**src/rtl/uart_pkg.sv**
```systemverilog
`timescale 1ns/1ps
// Constants shared by the UART transmitter and receiver, receiver state encoding,
// and the baud divisor helper.
package uart_pkg;

  localparam int UART_CLK_FREQ  = 50_000_000;
  localparam int UART_BAUD      = 115_200;
  localparam int UART_DATA_BITS = 8;

  typedef enum logic [2:0] {
    IDLE   = 3'd0,
    START  = 3'd1,
    DATA   = 3'd2,
    PARITY = 3'd3,
    STOP   = 3'd4,
    BREAK  = 3'd5
  } uart_rx_state_t;

  // Clock cycles per oversample tick, truncated.
  function automatic int uart_div(input int clk_freq, input int baud, input int oversample);
    return clk_freq / (baud * oversample);
  endfunction

endpackage

```
**src/rtl/uart_rx_if.sv**
```systemverilog
`timescale 1ns/1ps
// Receiver-to-consumer bundle: received byte under valid/ack plus line status flags.
// The master side is the receiver; the slave side consumes bytes and drives rx_ack.
interface uart_rx_if;
  import uart_pkg::*;

  logic [UART_DATA_BITS-1:0] rx_data;
  logic                      rx_valid;
  logic                      rx_ack;
  logic                      rx_busy;
  logic                      frame_err;
  logic                      parity_err;
  logic                      overrun;

  modport master (
    output rx_data,
    output rx_valid,
    output rx_busy,
    output frame_err,
    output parity_err,
    output overrun,
    input  rx_ack
  );

  modport slave (
    input  rx_data,
    input  rx_valid,
    input  rx_busy,
    input  frame_err,
    input  parity_err,
    input  overrun,
    output rx_ack
  );

endinterface

```
**src/rtl/uart_baud_tick.sv**
```systemverilog
`timescale 1ns/1ps
// Oversample tick generator: tick pulses for one cycle every DIV clocks, one cycle after the
// sample count advances; mid flags the half-bit sample count. restart zeroes both counters.
module uart_baud_tick #(
  parameter int DIV        = 27,
  parameter int OVERSAMPLE = 16
) (
  input  logic clk,
  input  logic reset,
  input  logic restart,
  output logic tick,
  output logic mid
);

  localparam int CW = (DIV > 1) ? $clog2(DIV) : 1;
  localparam int SW = $clog2(OVERSAMPLE);

  localparam logic [CW-1:0] CNT_LAST = CW'(DIV - 1);
  localparam logic [SW-1:0] SMP_LAST = SW'(OVERSAMPLE - 1);
  localparam logic [SW-1:0] SMP_MID  = SW'(OVERSAMPLE / 2);

  logic [CW-1:0] cnt;
  logic [SW-1:0] smp;

  // tick is registered so that, while it is high, smp already shows the new count.
  always_ff @(posedge clk or posedge reset) begin
    if (reset) begin
      cnt  <= '0;
      smp  <= '0;
      tick <= 1'b0;
    end else if (restart) begin
      cnt  <= '0;
      smp  <= '0;
      tick <= 1'b0;
    end else begin
      tick <= (cnt == CNT_LAST);
      if (cnt == CNT_LAST) begin
        cnt <= '0;
        smp <= (smp == SMP_LAST) ? '0 : smp + 1'b1;
      end else begin
        cnt <= cnt + 1'b1;
      end
    end
  end

  assign mid = (smp == SMP_MID);

endmodule

```
**src/rtl/uart_rx.sv**
```systemverilog
`timescale 1ns/1ps
// 8N1 UART receiver (8E1 when UART_RX_PARITY_EN is defined); byte valid 152*DIV+3 edges
// (168*DIV+3 with parity) after the start edge. An unacked byte is overwritten and flags overrun.
module uart_rx
  import uart_pkg::*;
#(
  parameter int CLK_FREQ   = UART_CLK_FREQ,
  parameter int BAUD       = UART_BAUD,
  parameter int OVERSAMPLE = 16
) (
  input  logic      clk,
  input  logic      reset,
  input  logic      rx,
  uart_rx_if.master bus
);

  localparam int DIV = uart_div(CLK_FREQ, BAUD, OVERSAMPLE);
  localparam int BW  = $clog2(UART_DATA_BITS);
  localparam logic [BW-1:0] LAST_BIT = BW'(UART_DATA_BITS - 1);

  uart_rx_state_t state, state_nxt;

  logic                      rx_m, rx_s;
  logic                      tick, mid, sample;
  logic                      restart, shift_en, load, fe_set;
  logic                      par_bad;
  logic [UART_DATA_BITS-1:0] shift_q, data_q;
  logic [BW-1:0]             bit_cnt;
  logic                      valid_q, overrun_q, frame_err_q;
`ifdef UART_RX_PARITY_EN
  logic                      par_cap, pe_set, par_err_q, parity_err_q;
`endif

  always_ff @(posedge clk or posedge reset) begin
    if (reset) begin
      rx_m <= 1'b1;
      rx_s <= 1'b1;
    end else begin
      rx_m <= rx;
      rx_s <= rx_m;
    end
  end

  uart_baud_tick #(
    .DIV        (DIV),
    .OVERSAMPLE (OVERSAMPLE)
  ) u_baud_tick (
    .clk     (clk),
    .reset   (reset),
    .restart (restart),
    .tick    (tick),
    .mid     (mid)
  );

  // mid recurs every OVERSAMPLE ticks, so after the start-bit centre every later
  // mid tick lands on the centre of the next bit without another restart.
  assign sample = tick & mid;

  always_ff @(posedge clk or posedge reset) begin
    if (reset) state <= IDLE;
    else       state <= state_nxt;
  end

  always_comb begin
    state_nxt = state;
    restart   = 1'b0;
    shift_en  = 1'b0;
    load      = 1'b0;
    fe_set    = 1'b0;
`ifdef UART_RX_PARITY_EN
    par_cap   = 1'b0;
    pe_set    = 1'b0;
`endif
    case (state)
      IDLE: begin
        if (!rx_s) begin
          state_nxt = START;
          restart   = 1'b1;
        end
      end
      START: begin
        if (sample) state_nxt = rx_s ? IDLE : DATA;
      end
      DATA: begin
        if (sample) begin
          shift_en = 1'b1;
          if (bit_cnt == LAST_BIT) begin
`ifdef UART_RX_PARITY_EN
            state_nxt = PARITY;
`else
            state_nxt = STOP;
`endif
          end
        end
      end
`ifdef UART_RX_PARITY_EN
      PARITY: begin
        if (sample) begin
          par_cap   = 1'b1;
          state_nxt = STOP;
        end
      end
`endif
      STOP: begin
        if (sample) begin
          load      = rx_s & ~par_bad;
          fe_set    = ~rx_s;
`ifdef UART_RX_PARITY_EN
          pe_set    = par_bad;
`endif
          state_nxt = rx_s ? IDLE : BREAK;
        end
      end
      BREAK: begin
        if (rx_s) state_nxt = IDLE;
      end
      default: state_nxt = IDLE;
    endcase
  end

  always_ff @(posedge clk or posedge reset) begin
    if (reset) begin
      shift_q     <= '0;
      bit_cnt     <= '0;
      data_q      <= '0;
      valid_q     <= 1'b0;
      overrun_q   <= 1'b0;
      frame_err_q <= 1'b0;
    end else begin
      frame_err_q <= fe_set;
      if (restart) begin
        bit_cnt <= '0;
      end else if (shift_en) begin
        shift_q <= {rx_s, shift_q[UART_DATA_BITS-1:1]};
        bit_cnt <= bit_cnt + 1'b1;
      end
      // A completing byte wins over an ack in the same cycle: the old byte is
      // consumed and the new one is presented without a gap.
      if (load) begin
        data_q  <= shift_q;
        valid_q <= 1'b1;
      end else if (bus.rx_ack) begin
        valid_q <= 1'b0;
      end
      if (load && valid_q && !bus.rx_ack) overrun_q <= 1'b1;
      else if (valid_q && bus.rx_ack)     overrun_q <= 1'b0;
    end
  end

`ifdef UART_RX_PARITY_EN
  always_ff @(posedge clk or posedge reset) begin
    if (reset) begin
      par_err_q    <= 1'b0;
      parity_err_q <= 1'b0;
    end else begin
      parity_err_q <= pe_set;
      if (restart)      par_err_q <= 1'b0;
      else if (par_cap) par_err_q <= rx_s ^ (^shift_q);
    end
  end

  assign par_bad        = par_err_q;
  assign bus.parity_err = parity_err_q;
`else
  assign par_bad        = 1'b0;
  assign bus.parity_err = 1'b0;
`endif

  assign bus.rx_data   = data_q;
  assign bus.rx_valid  = valid_q;
  assign bus.rx_busy   = (state != IDLE);
  assign bus.frame_err = frame_err_q;
  assign bus.overrun   = overrun_q;

endmodule

```
**src/flat_wrapper.sv**
```systemverilog
// flat-port wrapper written by rule: the top's interface ports become plain ports
module uart_rx_flat import uart_pkg::*;
#(
  parameter int CLK_FREQ   = UART_CLK_FREQ,
  parameter int BAUD       = UART_BAUD,
  parameter int OVERSAMPLE = 16
)
  (clk, reset, rx, bus_rx_data, bus_rx_valid, bus_rx_busy, bus_frame_err, bus_parity_err, bus_overrun, bus_rx_ack);
  uart_rx_if bus_i ();
  input  logic clk;
  input  logic reset;
  input  logic rx;
  output wire logic [$bits(bus_i.rx_data)-1:0] bus_rx_data;
  output wire logic [$bits(bus_i.rx_valid)-1:0] bus_rx_valid;
  output wire logic [$bits(bus_i.rx_busy)-1:0] bus_rx_busy;
  output wire logic [$bits(bus_i.frame_err)-1:0] bus_frame_err;
  output wire logic [$bits(bus_i.parity_err)-1:0] bus_parity_err;
  output wire logic [$bits(bus_i.overrun)-1:0] bus_overrun;
  input wire logic [$bits(bus_i.rx_ack)-1:0] bus_rx_ack;
  assign bus_rx_data = bus_i.rx_data;
  assign bus_rx_valid = bus_i.rx_valid;
  assign bus_rx_busy = bus_i.rx_busy;
  assign bus_frame_err = bus_i.frame_err;
  assign bus_parity_err = bus_i.parity_err;
  assign bus_overrun = bus_i.overrun;
  assign bus_i.rx_ack = bus_rx_ack;
  uart_rx #(.CLK_FREQ(CLK_FREQ), .BAUD(BAUD), .OVERSAMPLE(OVERSAMPLE)) u_core (.clk(clk), .reset(reset), .rx(rx), .bus(bus_i));
endmodule
```
**config.mk**
```make
export PLATFORM = sky130hd
export DESIGN_NAME = uart_rx_flat
export DESIGN_NICKNAME = d
export VERILOG_FILES = /design/src/rtl/uart_pkg.sv /design/src/rtl/uart_rx_if.sv /design/src/rtl/uart_baud_tick.sv /design/src/rtl/uart_rx.sv /design/src/flat_wrapper.sv
export SDC_FILE = /design/constraint.sdc
export NUM_CORES = 1
export LEC_CHECK = 0
export CORE_UTILIZATION = 54
export DETAILED_ROUTE_END_ITERATION = 10
export PLACE_DENSITY = 0.76
export SETUP_SLACK_MARGIN = 0.05
export SYNTH_ARGS = -nofsm -noshare
export SYNTH_HDL_FRONTEND = slang
export SYNTH_HIERARCHICAL = 1
export SYNTH_SLANG_ARGS = --single-unit
```
**constraint.sdc**
```tcl
create_clock -name clk -period 2.3 [get_ports clk]
set_input_delay 0.46 -clock clk [delete_from_list [all_inputs] [get_ports clk]]
set_output_delay 0.46 -clock clk [all_outputs]
set_load 0.005 [all_outputs]
```
==> results of run 1 <==
[path summary, 6_finish.rpt]
check | startpoint | cells after the start | endpoint
worst max-delay path | u_core/state[1] | 2 | bus_rx_busy
worst min-delay path | u_core/rx_m | 0 | u_core/rx_s
worst max register to register | u_core/u_baud_tick/smp[0] | 6 | u_core/bus.rx_data[5]
worst min register to register | u_core/rx_m | 0 | u_core/rx_s
max in group asynchronous | reset | 3 | u_core/rx_m
min in group asynchronous | reset | 2 | u_core/u_baud_tick/cnt[0]
[critical path: cells and delay by family (launching register included)]
family                 cells  cell delay, ns
AND/OR/NAND/NOR            1            0.33
flip-flops                 1            0.53
buffers and inverters      1            0.44
[registers in the layout (all words and copies together), names as in the netlist]
signal                   cells
u_core/bus.rx_valid          1
u_core/state                 3
u_core/rx_m                  1
u_core/bus.rx_data           8
u_core/bus.frame_err         1
u_core/u_baud_tick/cnt       5
u_core/bit_cnt               3
u_core/rx_s                  1
u_core/u_baud_tick/smp       4
u_core/bus.overrun           1
u_core/u_baud_tick/tick      1
u_core/shift_q               8
[report_power, final]
part	switching, W	total (W)	internal (W)
logic	0.0000158	0.0000255	0.00000969
clock network	0.000205	0.000322	0.000116
registers	0.00000205	0.000655	0.000653
total	0.000223	0.00100	0.000780
[area by class of cell]
cell class,instances,area share
flip-flops and latches,37,0.4766
inverters,10,0.01924
repair buffers,17,0.09108
clock buffers,6,0.02117
multi-input cells,88,0.3586
well taps,44,0.02822
clock inverters,2,0.005131
[metal layers]
| metal | vias to the layer above | GRT usage | wire length (µm) |
|---|---|---|---|
| met5 | - | 0 | 0 |
| met2 | 27 | 0.3087 | 1366 |
| met4 | 0 | 0.08163 | 36 |
| met1 | 537 | 0.2349 | 1225 |
| met3 | 4 | 0.06027 | 131 |
| li1 | 521 | - | - |
[logic make-up (layout without fill, tap and decap cells)]
group	after synthesis	after routing
flip-flops	37	37
multiplexers	17	17
XOR/XNOR	4	4
AND/OR/NAND/NOR	42	42
adder cells (fa/ha/maj)	6	6
other	1	1
buffers and inverters	14	35
AO/OA/AOI/OAI	18	18
[placed cells by master, fill, tap and decap left out, drive strengths merged]
cell type / Yosys / final
and2: 1 / 1
ha: 6 / 6
xnor2: 2 / 2
xor2: 2 / 2
nand3: 12 / 12
inv: 10 / 10
or2: 1 / 1
dfstp: 2 / 2
or3: 2 / 2
nand2: 3 / 3
nand4: 2 / 2
buf: 3 / 2
mux2: 16 / 16
dfrtp: 35 / 35
clkbuf: 1 / 6
nor2b: 2 / 2
clkdlybuf4s50: 0 / 15
clkinv: 0 / 2
or2b: 1 / 1
mux2i: 1 / 1
a21oi: 7 / 7
o21a: 1 / 1
conb: 1 / 1
and4: 2 / 2
nand4b: 2 / 2
and3: 1 / 1
nor2: 11 / 11
o311a: 1 / 1
o31ai: 1 / 1
nor3: 1 / 1
o21ai: 7 / 7
a21o: 1 / 1
or4: 1 / 1
[through the flow]
stage	hold WS [ns]	area, µm²
floorplan	0.3002	1703
global placement	0.3475	1898
detailed placement	0.3533	1898
CTS	0.3742	1949
global route	0.3844	1951
finish	0.3655	1951
==> summary.md, run 1 <==
| Metric | Value |
|---|---|
| Cell Chain, Critical Path | `or3_1, clkdlybuf4s50_1` |
| Leading area contributor after synthesis | `dfrtp_1` |
| FF/Latch Area | `929.6 µm²` |
| Detailed Routing Iterations Pass 1 | `4` |
| Placed Cells | `196` |
| Setup TNS | `0 ns` |
| Unique masters post-synth | `40` |
| CP arrival | `1.65 ns` |
| Top cells by area, synth | `dfrtp_1 51%, mux2_4 7.1%, mux2_2 5.3%, ha_1 4.4%, nand3_1 3.2%` |
| ANT cells | `0` |
| Post-Layout Cell Count | `204` |
| Leak | `0.9475 nW` |
| Width of the die | `58.16 µm` |
| Routed Antenna Nets | `0` |
| DRC | `0` |
| Post-synthesis sequential area ratio | `0.5452` |
| Commonest cells in the netlist | `35 x dfrtp_1, 11 x nand3_1, 10 x inv_1, 10 x nor2_1` |
| Hold crit path type | `flop to flop` |
| R2r setup slk | `0.43 ns` |
| Max IR drop VDD | `347.4 µV` |
| Fin util | `0.6442` |
| WS Path Type | `flop to output pin` |
| Initial antenna violation count | `0` |
| Final #Nets | `169` |
| Clock insertion delay at the later pin of the skew report | `0.34 ns` |
| Final hold vios | `0` |
| Crit-path slowest cell | `dfrtp_2` |
| Largest family of logic cells by synthesized area | `simple AND/OR/NAND/NOR gates` |
| CTS tree | `built` |
| Clock Tree Root | `clkbuf_4` |
| EDFF count, synth | `0` |
| H-Tree Depth | `2` |
| Post-synth ARST share | `1.000` |
| Final Power | `0.001002 W` |
| Layout filler cell count | `228` |
| Clk_skew | `0.004211 ns` |
| Routability congestion estimate | `0.8485` |
| Layout cell share with drive strength beyond 1 | `0.2375` |
| Iter 0 DRT Violations | `24` |
| WL per Instance | `13.52 µm` |
| WL final | `2759 µm` |
| Critical Path Sink Type | `output pin` |
| Total routing usage reported by global routing | `0.1903` |
| Synth Area in Adders | `0.04409` |
| # hold bufs at CTS | `0` |
| IO Pins | `17` |
| Simple-Gate Fraction of Synth Area | `0.1536` |
| Max-Slew Margin vs Limit | `0.6269` |
| PD cells | `513.9 mW/mm²` |
| Synthesized-area fraction occupied by xor and xnor cells | `0.02057` |
| Worst Path Required | `1.84 ns` |
| Ys Warns | `6` |
| Resized cells post-CTS | `0` |
| Tmin final | `2.105 ns` |
| TritonCTS Sinks | `37` |
| Die area | `0.003382 mm²` |
| Cell with the most instances after synthesis | `dfrtp_1` |
| Clk slew on worst S/H paths | `0.11 ns` |
| Core Rows | `20` |
| DIE HEIGHT | `58.16 µm` |
| CP max FO | `15` |
| Final setup fails | `0` |
| Outcome | `finished, final reports clean` |
| Max-cap violations | `0` |
| Final worst-path cycle share | `0.9153` |
| Mux contribution to synthesized area | `0.1293` |
| Fmax achieved | `475.0 MHz` |
| Flop and latch count out of synthesis | `37` |
| Critical path's largest stage delay | `0.53 ns` |
| Syn_area_per_cell | `12.25 µm²` |
| Vias | `1,089` |
| RSZ-0062 raised after global routing | `false` |
| Synth Cell Area | `0.001703 mm²` |
| Dpl hpwl | `2064 µm` |
| GRT overflow | `0` |
| Ys flop type | `dfrtp_1` |
| Initial Utilization | `0.5624` |
| # Post-CTS Setup Buffers | `0` |
| Post-Syn Nets | `149` |
| P&R area growth vs syn | `14.55%` |
| Startpoint type of the worst setup path | `flop` |
| Clk buf depth | `2` |
| Vias in the first global route | `1,056` |
| Worst-margin pin slew | `0.5591 ns` |
| Pre-CTS setup slack | `0.4537 ns` |
| Num CTS Buffers | `5` |
| Avg Vias per Cell | `5.338` |
| Synth Area in Compound Gates | `0.06098` |
| Final Max Tran Viols | `0` |
| Largest net degree at the start of global routing | `16` |
| Setup slack after layout | `0.1948 ns` |
| Multi-input logic area | `699.4 µm²` |
| Post-synthesis cell count | `139` |
| Core footprint | `0.003028 mm²` |
| Buffers on Ports | `15` |
| Global-route wire length before repair | `4692 µm` |
| Share of the synthesized area in the top cell type | `0.5143` |
(Power assumes the default switching activity.)
==> run 2, diff against run 1 <==
--- a/config.mk
+++ b/config.mk
@@ -6,6 +6,7 @@
 export NUM_CORES = 1
 export LEC_CHECK = 0
 export CORE_UTILIZATION = 54
+export CTS_BUF_LIST = sky130_fd_sc_hd__clkbuf_4 sky130_fd_sc_hd__clkbuf_8
 export DETAILED_ROUTE_END_ITERATION = 10
 export PLACE_DENSITY = 0.76
 export SETUP_SLACK_MARGIN = 0.05
==> summary.md, run 2 (synthesis results as in run 1) <==
| Metric | Value |
|---|---|
| Outcome | `finished, final reports clean` |
| Die area | `0.003382 mm²` |
| Buffers on Ports | `15` |
| Core footprint | `0.003028 mm²` |
| Num CTS Buffers | `5` |
| Initial antenna violation count | `0` |
| Critical Path Sink Type | `output pin` |
| Clk slew on worst S/H paths | `0.11 ns` |
| RSZ-0062 raised after global routing | `false` |
| Avg Vias per Cell | `5.363` |
| CP max FO | `15` |
| Layout cell share with drive strength beyond 1 | `0.2438` |
| Core Rows | `20` |
| Placed Cells | `196` |
| DIE HEIGHT | `58.16 µm` |
| Iter 0 DRT Violations | `24` |
| Final Max Tran Viols | `0` |
| P&R area growth vs syn | `14.77%` |
| CTS tree | `built` |
| DRC | `0` |
| CP arrival | `1.65 ns` |
| Hold Path Stages | `0` |
| Startpoint type of the worst setup path | `flop` |
| Max-cap violations | `0` |
| Hold_ws | `0.3655 ns` |
| Vias in the first global route | `1,056` |
| Max-Slew Margin vs Limit | `0.6269` |
| Leak | `0.9509 nW` |
| Final Power | `0.001014 W` |
| GRT overflow | `0` |
| Hold crit path type | `flop to flop` |
| Global-route wire length before repair | `4692 µm` |
| WS Path Type | `flop to output pin` |
| Worst-margin pin slew | `0.5591 ns` |
| Setup TNS | `0 ns` |
| Width of the die | `58.16 µm` |
| PD cells | `519.1 mW/mm²` |
| Layout filler cell count | `227` |
| Final hold vios | `0` |
| Clk buf depth | `2` |
| Dpl hpwl | `2064 µm` |
| Clock Tree Root | `clkbuf_4` |
| Clock insertion delay at the later pin of the skew report | `0.34 ns` |
| WL per Instance | `13.55 µm` |
| Initial Utilization | `0.5624` |
| Detailed Routing Iterations Pass 1 | `4` |
| Routed Antenna Nets | `0` |
| IO Pins | `17` |
| Commonest non-fill, non-tap cell in the layout | `dfrtp_1` |
| Final worst-path cycle share | `0.9163` |
| Most frequent cells in the layout | `34 x dfrtp_1, 15 x clkdlybuf4s50_1, 11 x nand3_1` |
| Final #Nets | `169` |
| TritonCTS Sinks | `37` |
| Clk_skew | `0.004321 ns` |
| Routability congestion estimate | `0.8485` |
| Fmax achieved | `474.5 MHz` |
| Largest net degree at the start of global routing | `16` |
| Fin util | `0.6455` |
| Max IR drop VDD | `348.4 µV` |
| R2r setup slk | `0.43 ns` |
| Reg2reg path depth | `6` |
| Tmin final | `2.107 ns` |
| Vias | `1,094` |
| Post-Layout Cell Count | `204` |
| ANT cells | `0` |
| Hold endpoint | `u_core/rx_s` |
| WL final | `2765 µm` |
| H-Tree Depth | `2` |
| RR Endpoint | `u_core/bus.rx_data[1]` |
| Reg2reg start | `u_core/u_baud_tick/smp[0]` |
| Hold Startpoint | `u_core/rx_m` |
| Worst Path Required | `1.84 ns` |
| # hold bufs at CTS | `0` |
| Final setup fails | `0` |
| Total routing usage reported by global routing | `0.1903` |
[run 2: cell counts in the layout (fill, tap and decap cells not counted)]
No cell type changed its count.
[run 2: worst max path at each step]
| stage | from | endpoint | slack, ns | cells past startpoint |
|---|---|---|---|---|
| global route | u_core/state[1] | bus_rx_busy | 0.14 | 2 |
| floorplan | u_core/u_baud_tick/smp[0] | u_core/bus.rx_data[0] | 0.49 | 8 |
| CTS | u_core/state[1] | bus_rx_busy | 0.09 | 2 |
| detailed placement | u_core/u_baud_tick/smp[0] | u_core/bus.rx_data[1] | 0.45 | 6 |
| global placement | u_core/state[1] | bus_rx_busy | 0.49 | 2 |
| finish | u_core/state[1] | bus_rx_busy | 0.19 | 2 |
[run 2: critical path, cell delays in order, from the launching register on]
cell             delay [ns]
dfrtp_2                0.53
or3_1                  0.33
clkdlybuf4s50_1        0.44
[run 2: layer usage]
metal | GRT usage | routed length, µm
met1 | 0.2349 | 1248
met2 | 0.3087 | 1376
met3 | 0.06027 | 104
met4 | 0.08163 | 36
met5 | 0 | 0
[run 2: layout make-up]
cell class | instances | area [µm²] | area share
tap | 44 | 55.05 | 0.02817
timing repair buffer | 17 | 177.7 | 0.09091
inverter | 10 | 37.54 | 0.01921
clock buffer | 6 | 45.04 | 0.02305
sequential | 37 | 929.6 | 0.4757
clock inverter | 2 | 10.01 | 0.005122
multi-input combinational | 88 | 699.4 | 0.3579
[run 2: power by group]
group | switching [W] | internal (W) | total (W) | leakage (nW)
logic | 0.0000158 | 0.00000969 | 0.0000254 | 0.432
clock network | 0.000205 | 0.000128 | 0.000334 | 0.0354
registers | 0.00000204 | 0.000653 | 0.000655 | 0.484
[run 2: timing repair]
action	in CTS	in global routing
gates resized for setup	0	1
buffers inserted	0	0
endpoints found under the setup margin	0	1
[run 2: per-stage QoR]
step	worst slack [ns]	area, µm²
after floorplan	0.4853	1703
after global routing	0.1440	1954
final	0.1925	1954
after global placement	0.4871	1898
after detailed placement	0.4537	1898
after CTS	0.09218	1953
==> run 3, diff against run 2 <==
--- a/config.mk
+++ b/config.mk
@@ -5,8 +5,10 @@
 export SDC_FILE = /design/constraint.sdc
 export NUM_CORES = 1
 export LEC_CHECK = 0
+export ABC_CLOCK_PERIOD_IN_PS = 2300
 export CORE_UTILIZATION = 54
 export CTS_BUF_LIST = sky130_fd_sc_hd__clkbuf_4 sky130_fd_sc_hd__clkbuf_8
+export CTS_CLUSTER_DIAMETER = 30
 export DETAILED_ROUTE_END_ITERATION = 10
 export PLACE_DENSITY = 0.76
 export SETUP_SLACK_MARGIN = 0.05
==> results of run 3 <==
Final layout, timing and power as in run 2 (identical DEF).
